$ cat config.mk
export PLATFORM = sky130hd
export DESIGN_NAME = wishbone_bus_if
export DESIGN_NICKNAME = d
export VERILOG_FILES = /design/src/rtl/wishbone_bus_if.sv
export SDC_FILE = /design/constraint.sdc
export NUM_CORES = 1
export LEC_CHECK = 0
export BUFFER_PORTS_ARGS = -buffer_cell sky130_fd_sc_hd__buf_4
export CAP_MARGIN = 20
export CORE_ASPECT_RATIO = 0.8
export CORE_UTILIZATION = 52
export DETAILED_ROUTE_END_ITERATION = 16
export GPL_TIMING_DRIVEN = 1
export PLACE_DENSITY_LB_ADDON = 0.3
export SYNTH_ARGS = -nofsm -noshare
export SYNTH_HDL_FRONTEND = slang
export SYNTH_SLANG_ARGS = --single-unit
$ cat constraint.sdc
create_clock -name clk -period 5.4 [get_ports clk]
set_input_delay 0.27 -clock clk [delete_from_list [all_inputs] [get_ports clk]]
set_output_delay 0.27 -clock clk [all_outputs]
set_load 0.01 [all_outputs]
$ cat src/rtl/wishbone_bus_if.sv
// -----------------------------------------------------------------------------
// wishbone_bus_if
//
// Bridges one OpenMIPS memory-side port (ce/we/sel/addr/data) to a Wishbone
// B.3 classic master. One instance sits on the instruction side and one on
// the data side. While a transfer is in flight the pipeline is held through
// stallreq_o. When the slave acks while another stage is stalling the
// pipeline, the read data is parked in rd_buf until the stall clears.
//
// Optional feature (macro WB_TIMEOUT_EN):
//   When defined, a busy transfer with no ack for TIMEOUT_CYCLES cycles is
//   terminated as if acked with zero data, and bus_err_o pulses for one cycle.
//   When undefined, the block waits for ack indefinitely and bus_err_o is 0.
//
// Ports:
//   clk              system clock, all state on rising edge
//   rst              asynchronous active-low reset
//   stall_i[5:0]     pipeline stall vector from ctrl
//   flush_i          pipeline flush from ctrl
//   cpu_ce_i         CPU access request
//   cpu_data_i[31:0] CPU write data
//   cpu_addr_i[31:0] CPU byte address
//   cpu_we_i         1=write, 0=read
//   cpu_sel_i[3:0]   byte lane select
//   cpu_data_o[31:0] read data to CPU (combinational)
//   stallreq_o       stall request to ctrl (combinational)
//   wishbone_data_i  slave read data
//   wishbone_ack_i   slave acknowledge
//   wishbone_addr_o / data_o / we_o / sel_o / stb_o / cyc_o  registered bus
//   bus_err_o        one-cycle pulse after a timeout termination
// -----------------------------------------------------------------------------
module wishbone_bus_if #(
  parameter int TIMEOUT_CYCLES = 255
) (
  input  logic        clk,
  input  logic        rst,
  input  logic [5:0]  stall_i,
  input  logic        flush_i,
  input  logic        cpu_ce_i,
  input  logic [31:0] cpu_data_i,
  input  logic [31:0] cpu_addr_i,
  input  logic        cpu_we_i,
  input  logic [3:0]  cpu_sel_i,
  output logic [31:0] cpu_data_o,
  output logic        stallreq_o,
  input  logic [31:0] wishbone_data_i,
  input  logic        wishbone_ack_i,
  output logic [31:0] wishbone_addr_o,
  output logic [31:0] wishbone_data_o,
  output logic        wishbone_we_o,
  output logic [3:0]  wishbone_sel_o,
  output logic        wishbone_stb_o,
  output logic        wishbone_cyc_o,
  output logic        bus_err_o
);

  typedef enum logic [1:0] {
    WB_IDLE,
    WB_BUSY,
    WB_WAIT_FOR_STALL
  } state_t;

  state_t      state;
  logic [31:0] rd_buf;
  logic        timeout_hit;

  // A timeout window shorter than one cycle is meaningless.
  if (TIMEOUT_CYCLES < 1) begin : g_bad_timeout
    $error("wishbone_bus_if: TIMEOUT_CYCLES must be at least 1");
  end

`ifdef WB_TIMEOUT_EN
  localparam int CNT_W = (TIMEOUT_CYCLES > 256) ? $clog2(TIMEOUT_CYCLES) : 8;

  logic [CNT_W-1:0] to_cnt;

  // The last permitted busy cycle: a real ack here still wins.
  assign timeout_hit = (state == WB_BUSY) && !wishbone_ack_i && !flush_i &&
                       (to_cnt == CNT_W'(TIMEOUT_CYCLES - 1));

  always_ff @(posedge clk or negedge rst) begin
    if (!rst) begin
      to_cnt    <= '0;
      bus_err_o <= 1'b0;
    end else begin
      bus_err_o <= timeout_hit;
      // Counts only waiting busy cycles; anything that leaves WB_BUSY clears it.
      if (state == WB_BUSY && !wishbone_ack_i && !flush_i && !timeout_hit)
        to_cnt <= to_cnt + CNT_W'(1);
      else
        to_cnt <= '0;
    end
  end
`else
  assign timeout_hit = 1'b0;
  assign bus_err_o   = 1'b0;
`endif

  // NOTE: sequential state uses non-blocking assignments so every register
  // samples pre-edge values regardless of statement order.
  always_ff @(posedge clk or negedge rst) begin
    if (!rst) begin
      state           <= WB_IDLE;
      rd_buf          <= '0;
      wishbone_addr_o <= '0;
      wishbone_data_o <= '0;
      wishbone_we_o   <= 1'b0;
      wishbone_sel_o  <= '0;
      wishbone_stb_o  <= 1'b0;
      wishbone_cyc_o  <= 1'b0;
    end else begin
      case (state)
        WB_IDLE: begin
          if (cpu_ce_i && !flush_i) begin
            wishbone_cyc_o  <= 1'b1;
            wishbone_stb_o  <= 1'b1;
            wishbone_addr_o <= cpu_addr_i;
            wishbone_data_o <= cpu_data_i;
            wishbone_we_o   <= cpu_we_i;
            wishbone_sel_o  <= cpu_sel_i;
            rd_buf          <= '0;
            state           <= WB_BUSY;
          end
        end

        WB_BUSY: begin
          if (flush_i || wishbone_ack_i || timeout_hit) begin
            wishbone_cyc_o  <= 1'b0;
            wishbone_stb_o  <= 1'b0;
            wishbone_we_o   <= 1'b0;
            wishbone_addr_o <= '0;
            wishbone_data_o <= '0;
            wishbone_sel_o  <= '0;
          end

          if (flush_i) begin
            // Abort: an ack in the same cycle completes the bus transfer but
            // its data is dropped.
            rd_buf <= '0;
            state  <= WB_IDLE;
          end else if (wishbone_ack_i || timeout_hit) begin
            if (timeout_hit)
              rd_buf <= '0;
            else if (!cpu_we_i)
              rd_buf <= wishbone_data_i;
            state <= (stall_i != 6'b0) ? WB_WAIT_FOR_STALL : WB_IDLE;
          end
        end

        WB_WAIT_FOR_STALL: begin
          if (flush_i) begin
            rd_buf <= '0;
            state  <= WB_IDLE;
          end else if (stall_i == 6'b0) begin
            state <= WB_IDLE;
          end
        end

        default: state <= WB_IDLE;
      endcase
    end
  end

  // stallreq_o must react in the same cycle as the request/ack, so these two
  // outputs are decoded from the current state and inputs.
  // NOTE: every output gets a default before the case so no path can leave it
  // unassigned and infer a latch.
  always_comb begin
    stallreq_o = 1'b0;
    cpu_data_o = '0;
    if (rst) begin
      case (state)
        WB_IDLE: begin
          stallreq_o = cpu_ce_i && !flush_i;
        end
        WB_BUSY: begin
          if (!flush_i) begin
            if (wishbone_ack_i) begin
              if (!cpu_we_i)
                cpu_data_o = wishbone_data_i;
            end else if (!timeout_hit) begin
              stallreq_o = 1'b1;
            end
          end
        end
        WB_WAIT_FOR_STALL: begin
          cpu_data_o = rd_buf;
        end
        default: ;
      endcase
    end
  end

endmodule

==> results of run 1 <==
[worst max-delay path by stage]
stage	cells past startpoint	end	start	slack [ps]
3_3_place_gp	8	wishbone_addr_o[2]	state[1]	2110
2_1_floorplan	7	rd_buf[11]	state[0]	3610
5_1_grt	10	wishbone_addr_o[7]	state[1]	2060
3_5_place_dp	9	wishbone_addr_o[0]	state[1]	1970
6_report	10	wishbone_addr_o[7]	state[1]	2310
4_1_cts	9	wishbone_addr_o[7]	state[1]	1960
[tightest hold or removal path, stage by stage]
cell and delay, ps:
buf_4 100, nand2b_1 50, o21ai_1 50
[per-layer routing]
layer | up-vias | part of all wire | track usage | wire, um
met4 | 0 | 0.013 | 0.0600 | 168
met1 | 2032 | 0.43 | 0.341 | 5420
met5 | - | 0 | 0 | 0
met2 | 179 | 0.49 | 0.416 | 6260
met3 | 16 | 0.068 | 0.0597 | 860
li1 | 2098 | - | - | -
[layout make-up]
class / count / share of cell area
Clock buffer: 11 / 0.0330
Clock inverter: 5 / 0.00905
Inverter: 3 / 0.00160
Multi-Input combinational cell: 363 / 0.319
Sequential cell: 104 / 0.369
Tap cell: 115 / 0.0204
Timing Repair Buffer: 225 / 0.248
[flip-flops by register name, indices dropped and copies added (netlist names)]
signal,cells
rd_buf,32
state,2
wishbone_addr_o,32
wishbone_cyc_o,1
wishbone_data_o,32
wishbone_sel_o,4
wishbone_we_o,1
[stage by stage]
step	power (mW)	hold WS [ps]	cell area, sq um
finish	3.80	182	7050
global route	4.06	173	7050
CTS	3.78	179	7010
detailed placement	3.13	338	6700
global placement	3.02	324	6660
floorplan	2.56	-25.6	5100
[synthesized netlist by cell type (all sizes together), types with 2 or more instances]
library cell / number / area [sq um]
a22oi: 34 / 255
and2: 32 / 200
buf: 18 / 166
clkbuf: 24 / 91.3
dfrtp: 104 / 2600
ha: 3 / 37.5
inv: 3 / 11.3
mux2: 33 / 372
nand2: 72 / 270
nand2b: 71 / 444
nor2: 35 / 131
nor2b: 2 / 12.5
o21ai: 72 / 450
[cell families (layout without fill, tap and decap cells)]
family | count (synthesis) | in the layout
buffers and inverters | 45 | 244
AO/OA/AOI/OAI | 109 | 109
AND/OR/NAND/NOR | 217 | 217
adder cells (fa/ha/maj) | 3 | 3
flip-flops | 104 | 104
multiplexers | 33 | 33
other | 1 | 1
[power breakdown]
group          switching (mW)  leakage, nW  internal [mW]
sequential              0.186         1.36           1.11
clock                   0.289        0.141          0.365
combinational           0.977         1.98          0.870
==> results.toml, run 1 <==
[clock_network]
postCtsHoldBufs = 1
cts_setup_buffers = 0
clock_path_buffers = 2
cts-buffers-inserted = 9
clkTransAtPathRegs_ps = 70
cts_sinks = 104
clk_latency_ps = 330
cts_tree = "done"
cts_resized = 0
cts_max_level = 3
cts-root-buf = "clkbuf_16"

[route]
wire_per_inst_um = 15.4
drt_iter0_drc = 256
drc = 0
route.vias.total = 4325
firstDrtPassIters = 4
avgViaCountPerCell = 5.24
ant_nets = 0
finalWirelength_um = 12700

[critical_path]
crit_required_ps = 5660
cp_num_buf_inv = 5
cpMostUsedCell = "buf_4"
timing.rr.start = "state[1]"
setup.worst_path.end_class = "flop"
worstSetupStartpointType = "flop"
path_delay_family = "buffers and inverters"
critPathKind = "reg2reg"
r2r_setup_slack_ps = 2310
crit_chain = "inv_1 -> ha_2 -> buf_4 -> nor2b_2 -> buf_4 -> a221o_4 -> buf_16 -> buf_4 -> nand2_1 -> o21ai_2"
r2r_end = "wishbone_addr_o[7]"
crit_fanout = 88
cp.arrival_ps = 3340
cpPeakStageDelay_ps = 440
rr_worst_depth = 10
critPathSlowestCell = "buf_4"

[synthesis]
synth_edf_count = 0
synth_compound_gate_area_share = 0.143
async_flop_share = 1.00
synth_top_family_by_area = "simple AND/OR/NAND/NOR gates"
seq_area_frac_synth = 0.510
synth_adder_area_share = 0.00736
synth-main-ff-cell = "dfrtp_1"
syn_nets = 627
synthCells = 512
syn_avg_cell_area_sq_um = 9.96
syn_area_sq_um = 5100
synth-xor-area-share = 0
yosysWarnings = 0
ys_ff_latch = 104
muxShareOfSynthArea = 0.0728
synth.distinct_cells = 28
synth-simple-area-share = 0.213

[sta]
rsz0062_at_grt = "false"
hold_viol = 0
setup_tns_ps = 0
setup_viol = 0
clock_skew_ps = 7.35
worst_pin_slew_ps = 716
period_needed_ps = 3090
slew-limit-headroom = 0.522
max_freq_mhz = 324
fin_crit_sh = 0.572
drv_slew = 0
worst_slack_ps = 2310

[min_path]
min_from = "cpu_data_i[17]"
min_to = "wishbone_data_o[17]"
hold_path_class = "in2reg"
hold_depth = 3

[finish]
multi_input_area_sq_um = 2250
diodes = 0
syn_to_final_growth_pct = 38.2
nets = 821
final_cells = 826
mostFrequentLayoutCells = "220 x buf_4, 104 x dfrtp_1, 72 x nand2_1"
final_common_cell = "buf_4"
drive_gt1_frac = 0.418
regArea_sq_um = 2600
nFillCells = 644
postLayoutCoreUtil = 0.760

[grt]
grt_antenna_before_repair = 0
grt_pass1_wl_um = 20700
grt_overflow_total = 0
grt_pass1_vias = 4224
grt.total_usage = 0.253
grt_max_degree = 107

[pwr]
p_leak_nw = 3.47
peakVddDrop_mv = 0.340
powerDensity_nw_per_um2 = 539

[placement]
gp_congestion = 0.767
post-place-ws_ps = 1970
numPortBuffers = 215
dp_hpwl_um = 8950
placedCellCount = 807

[floorplanning]
initial_core_util = 0.550
ioPinCount = 217
dieArea_sq_um = 10200
die_y_um = 90.6
die_x_um = 113
rows = 31
coreArea_sq_um = 9270

[run]
drv_cap = 0

[outcome]
status = "finished, final reports clean"
(Power assumes the default switching activity.)
==> run 2: changes to the inputs <==
ABC_AREA = 1   (was default)
CORE_UTILIZATION = 48   (was 52)
clock period = 3.15 ns   (was 5.4 ns; I/O delays follow)
==> run 2 against run 1 <==
Effect of this change: non-clock buffer count down 2; register-to-register slack worse by 1600 ps; highest routed layer unchanged; total power up 64%; first-iteration DRC count up 43%; critical endpoint is now stallreq_o; critical path depth down 4; largest cell class unchanged; design area down 1.5%.
==> results.toml, run 2 <==
[placement]
post-place-ws_ps = 819
dp_hpwl_um = 9700
numPortBuffers = 215
placedCellCount = 943
gp_congestion = 0.813

[sta]
max_freq_mhz = 363
worst_pin_slew_ps = 1040
setup_tns_ps = 0
fin_crit_sh = 0.875
setup_viol = 0
clock_skew_ps = 4.75
rsz0062_at_grt = "false"
slew-limit-headroom = 0.303
period_needed_ps = 2760
drv_slew = 0
hold_viol = 0
worst_slack_ps = 394

[clock_network]
cts-buffers-inserted = 9
cts_sinks = 104
cts_resized = 0
clock_path_buffers = 2
cts_max_level = 3
clk_latency_ps = 340
cts_tree = "done"
clkTransAtPathRegs_ps = 70
cts-root-buf = "clkbuf_16"

[pwr]
p_switching_mw = 2.66
comb_power_share = 0.444
powerDensity_nw_per_um2 = 900
netSwitchingFraction = 0.425
p_leak_nw = 3.98
p_int_mw = 3.59
total_power_mw = 6.24
peakVddDrop_mv = 0.631
p_clk_frac = 0.196
pwr-share-seq = 0.360

[floorplanning]
die_x_um = 116
rows = 32
coreArea_sq_um = 9890
dieArea_sq_um = 10800
initial_core_util = 0.506
ioPinCount = 217
die_y_um = 93.3

[synthesis]
synth_compound_gate_area_share = 0.0495
synth-xor-area-share = 0
syn_area_sq_um = 5000
synth-main-ff-cell = "dfrtp_1"
ys_top_cells_by_count = "254 x nand2_1, 104 x dfrtp_1, 70 x nand4_1, 70 x nor2_1, 37 x inv_1"
synth.top_cells.by_area = "dfrtp_1 52%, nand2_1 19%, nand4_1 8.8%, nor2_1 5.3%, a22oi_1 4.8%"
synth_adder_area_share = 0.00750
synthCells = 635
yosysWarnings = 0
post-synth-top-count-cell = "nand2_1"
synth.distinct_cells = 17
ys_ff_latch = 104
syn_nets = 750
yosys.area.top_type = "dfrtp_1"
syn_avg_cell_area_sq_um = 7.88
synth_top_family_by_area = "simple AND/OR/NAND/NOR gates"
muxShareOfSynthArea = 0
yosysTopAreaCellShare = 0.520
synth_edf_count = 0
async_flop_share = 1.00
seq_area_frac_synth = 0.520
synth-simple-area-share = 0.341

[critical_path]
cpMostUsedCell = "buf_4"
crit_chain = "inv_1 -> ha_2 -> buf_4 -> nand2_1 -> a21boi_0 -> buf_4"
critPathKind = "reg2out"
critPathSlowestCell = "buf_4"
timing.rr.start = "state[0]"
crit_required_ps = 2990
cpPeakStageDelay_ps = 540
worstSetupStartpointType = "flop"
cp_num_buf_inv = 3
crit_fanout = 53
path_delay_family = "buffers and inverters"
cp.arrival_ps = 2600
setup.worst_path.end_class = "output pin"
crit_start = "state[0]"

[route]
drt_iter0_drc = 367
firstDrtPassIters = 6
finalWirelength_um = 14300
avgViaCountPerCell = 5.34
wire_per_inst_um = 14.9
route.vias.total = 5122
drc = 0
ant_nets = 0

[finish]
final_cells = 960
drive_gt1_frac = 0.301
postLayoutCoreUtil = 0.702
diodes = 0
reg_top3 = "rd_buf (32), wishbone_addr_o (32), wishbone_data_o (32)"
nFillCells = 771
final_common_cell = "nand2_1"
nets = 934
mostFrequentLayoutCells = "254 x nand2_1, 222 x buf_4, 104 x dfrtp_1"
syn_to_final_growth_pct = 38.7

[grt]
grt_pass1_wl_um = 23100
grt.total_usage = 0.275
grt_overflow_total = 0
grt_antenna_before_repair = 0
grt_max_degree = 71
grt_pass1_vias = 4906

[min_path]
min_from = "cpu_sel_i[2]"
hold_path_class = "in2reg"

[run]
drv_cap = 0

[outcome]
status = "finished, final reports clean"
==> run 2: changes by cell type in the layout (fill, tap and decap cells not counted), sizes merged, moves of 3 or more <==
cell	previous run	this run
and2	32	0
nand3	1	4
nand2b	71	0
o21ai	72	0
mux2	33	0
nor2	35	71
nand2	72	255
nand4	1	71
inv	5	44
==> run 2: power by group through the flow <==
| stage | registers (mW) | clock network [mW] | logic, mW |
|---|---|---|---|
| after floorplan | 2.36 | 0 | 1.61 |
| after global placement | 2.23 | 0 | 2.69 |
| after detailed placement | 2.25 | 0 | 2.77 |
| after CTS | 2.24 | 1.25 | 2.77 |
| after global routing | 2.31 | 1.30 | 3.06 |
| final | 2.25 | 1.22 | 2.77 |
==> run 2: cells by family (layout without fill, tap and decap cells) <==
| group | Yosys count | after routing |
|---|---|---|
| fa+ha+maj | 3 | 3 |
| flops | 104 | 104 |
| compound gates | 33 | 33 |
| simple gates | 401 | 401 |
| buf+inv | 93 | 282 |
| other cells | 1 | 1 |
==> run 2: timing repair <==
action,in CTS,in global routing
hold buffers,1,0
hold endpoints to repair,51,0
endpoints found under the setup margin,0,0
buffers inserted,0,0
==> run 2: metrics by stage <==
| stage | cell area [sq um] | hold WS [ps] |
|---|---|---|
| floorplan | 5000 | -138 |
| global placement | 6600 | 351 |
| detailed placement | 6600 | 357 |
| CTS | 6940 | 50.5 |
| global route | 6940 | 57.1 |
| finish | 6940 | 59.6 |
==> run 2: path summary, 6_finish.rpt <==
kind	end	slack, ps	cells past startpoint
worst max-delay path	stallreq_o	390	6
worst min-delay path	wishbone_sel_o[2]	60	3
worst max register to register	rd_buf[5]	740	8
worst min register to register	wishbone_addr_o[26]	470	2
max in group asynchronous	wishbone_addr_o[0]	1550	4
min in group asynchronous	state[1]	500	3
==> run 2: area by class of cell <==
type                    instances  area [sq um]  share of cell area
well taps                     136           170              0.0245
multi-input cells             438          2000               0.288
inverters                      43           161              0.0233
clock buffers                  10           239              0.0344
flip-flops and latches        104          2600               0.375
repair buffers                223          1680               0.242
clock inverters                 6          91.3              0.0132
==> run 2: tightest hold or removal path: stages <==
cell	delay [ps]
buf_4	70
nand4_1	80
nand2_1	60
==> run 2: routing by layer <==
metal | track usage | share of wire | vias up
met5 | 0 | 0 | -
met4 | 0.104 | 0.026 | 0
met3 | 0.0817 | 0.081 | 34
met2 | 0.443 | 0.49 | 224
met1 | 0.348 | 0.40 | 2458
li1 | - | - | 2406
==> run 3: changes to the inputs <==
ABC_AREA = 0   (was 1)
GPL_TIMING_DRIVEN = 0   (was 1)
==> run 3 against run 2 <==
Effect of this change: count of clock-buffer cells in the layout is 2 higher; sequential power is 2% lower; cell count is 7.8% lower; critical path type unchanged; critical endpoint unchanged; largest cell class unchanged; largest power group unchanged; highest routed layer unchanged.
==> results.toml, run 3 (synthesis gave the netlist of run 1 again) <==
[outcome]
status = "finished, final reports clean"

[placement]
placedCellCount = 868
gp_congestion = 0.782
numPortBuffers = 215
dp_hpwl_um = 9850

[sta]
rsz0062_at_grt = "false"
setup_viol = 0
slew-limit-headroom = 0.569
worst_pin_slew_ps = 646
max_freq_mhz = 420
setup_tns_ps = 0
period_needed_ps = 2380
drv_slew = 0
fin_crit_sh = 0.755
hold_viol = 0
holdWs_ps = 61.5
clock_skew_ps = 5.45

[floorplanning]
ioPinCount = 217
initial_core_util = 0.496
coreArea_sq_um = 10300
dieArea_sq_um = 11000
rows = 33
die_x_um = 117
die_y_um = 94.2

[run]
drv_cap = 0

[min_path]
hold_depth = 3
min_from = "cpu_data_i[4]"
hold_path_class = "in2reg"

[clock_network]
cts_resized = 0
cts-buffers-inserted = 9
clock_path_buffers = 2
cts-root-buf = "clkbuf_16"
cts_max_level = 3
cts_setup_buffers = 0
clkTransAtPathRegs_ps = 70
clk_latency_ps = 350
cts_sinks = 104
cts_tree = "done"

[critical_path]
crit_fanout = 10
rr_worst_depth = 8
worstSetupStartpointType = "flop"
timing.rr.start = "state[1]"
crit_start = "state[1]"
critPathKind = "reg2out"
setup.worst_path.end_class = "output pin"
cp.arrival_ps = 2220
crit_required_ps = 2990

[pwr]
peakVddDrop_mv = 0.521
p_int_mw = 4.21
p_leak_nw = 3.54
p_switching_mw = 2.62
netSwitchingFraction = 0.383
p_clk_frac = 0.170
total_power_mw = 6.82
pwr-share-seq = 0.324
powerDensity_nw_per_um2 = 943
comb_power_share = 0.506

[route]
firstDrtPassIters = 4
ant_nets = 0
wire_per_inst_um = 15.2
drt_iter0_drc = 215
avgViaCountPerCell = 5.13
drc = 0
route.vias.total = 4543
finalWirelength_um = 13500

[finish]
drive_gt1_frac = 0.409
mostFrequentLayoutCells = "218 x buf_4, 104 x dfrtp_1, 72 x nand2_1"
final_common_cell = "buf_4"
final_cells = 885
reg_top3 = "rd_buf (32), wishbone_addr_o (32), wishbone_data_o (32)"
nets = 855
postLayoutCoreUtil = 0.704
diodes = 0
syn_to_final_growth_pct = 41.9

[grt]
grt.total_usage = 0.247
grt_max_degree = 60
grt_pass1_vias = 4389
grt_antenna_before_repair = 0
grt_overflow_total = 0
grt_pass1_wl_um = 20800
-- run 3: path summary, 6_finish.rpt --
check	endpoint	slack [ps]
worst max-delay path	stallreq_o	770
worst min-delay path	wishbone_data_o[4]	60
worst max register to register	rd_buf[10]	1060
worst min register to register	wishbone_addr_o[8]	480
max in group asynchronous	wishbone_data_o[19]	2060
min in group asynchronous	rd_buf[30]	370
-- run 3: layout make-up --
class	count	area (sq um)
Buffer	42	258
Clock buffer	12	256
Clock inverter	4	52.6
Fill cell	788	3040
Inverter	3	11.3
Multi-Input combinational cell	363	2230
Sequential cell	104	2600
Tap cell	140	175
Timing Repair Buffer	217	1650
-- run 3: per-layer routing --
layer	vias to the layer above	global-route usage	part of all wire
met5	-	0	0
met4	0	0.0907	0.020
met3	22	0.0587	0.059
met2	155	0.405	0.48
met1	2205	0.317	0.44
li1	2161	-	-
-- run 3: power by group through the flow --
stage | sequential (mW) | combinational (mW) | clock, mW
after global placement | 2.19 | 3.35 | 0
final | 2.21 | 3.45 | 1.16
after CTS | 2.21 | 3.48 | 1.18
after global routing | 2.27 | 3.80 | 1.23
after floorplan | 2.35 | 2.04 | 0
after detailed placement | 2.22 | 3.47 | 0
-- run 3: worst max-delay path, stage by stage (launching register included) --
cell,delay [ps]
dfrtp_1,390
inv_1,100
ha_1,160
buf_2,250
clkbuf_1,370
a22oi_1,170
nor3b_1,270
buf_4,170
-- run 3: per-stage QoR --
stage,area (sq um),setup WS (ps)
global placement,6890,714
finish,7240,771
floorplan,5100,1360
CTS,7240,758
global route,7240,572
detailed placement,6920,1080
-- run 3: repair_timing --
| action | 4_1_cts | 5_1_grt |
|---|---|---|
| hold buffers | 1 | 0 |
| setup endpoints to repair | 0 | 0 |
| hold endpoints to repair | 45 | 0 |
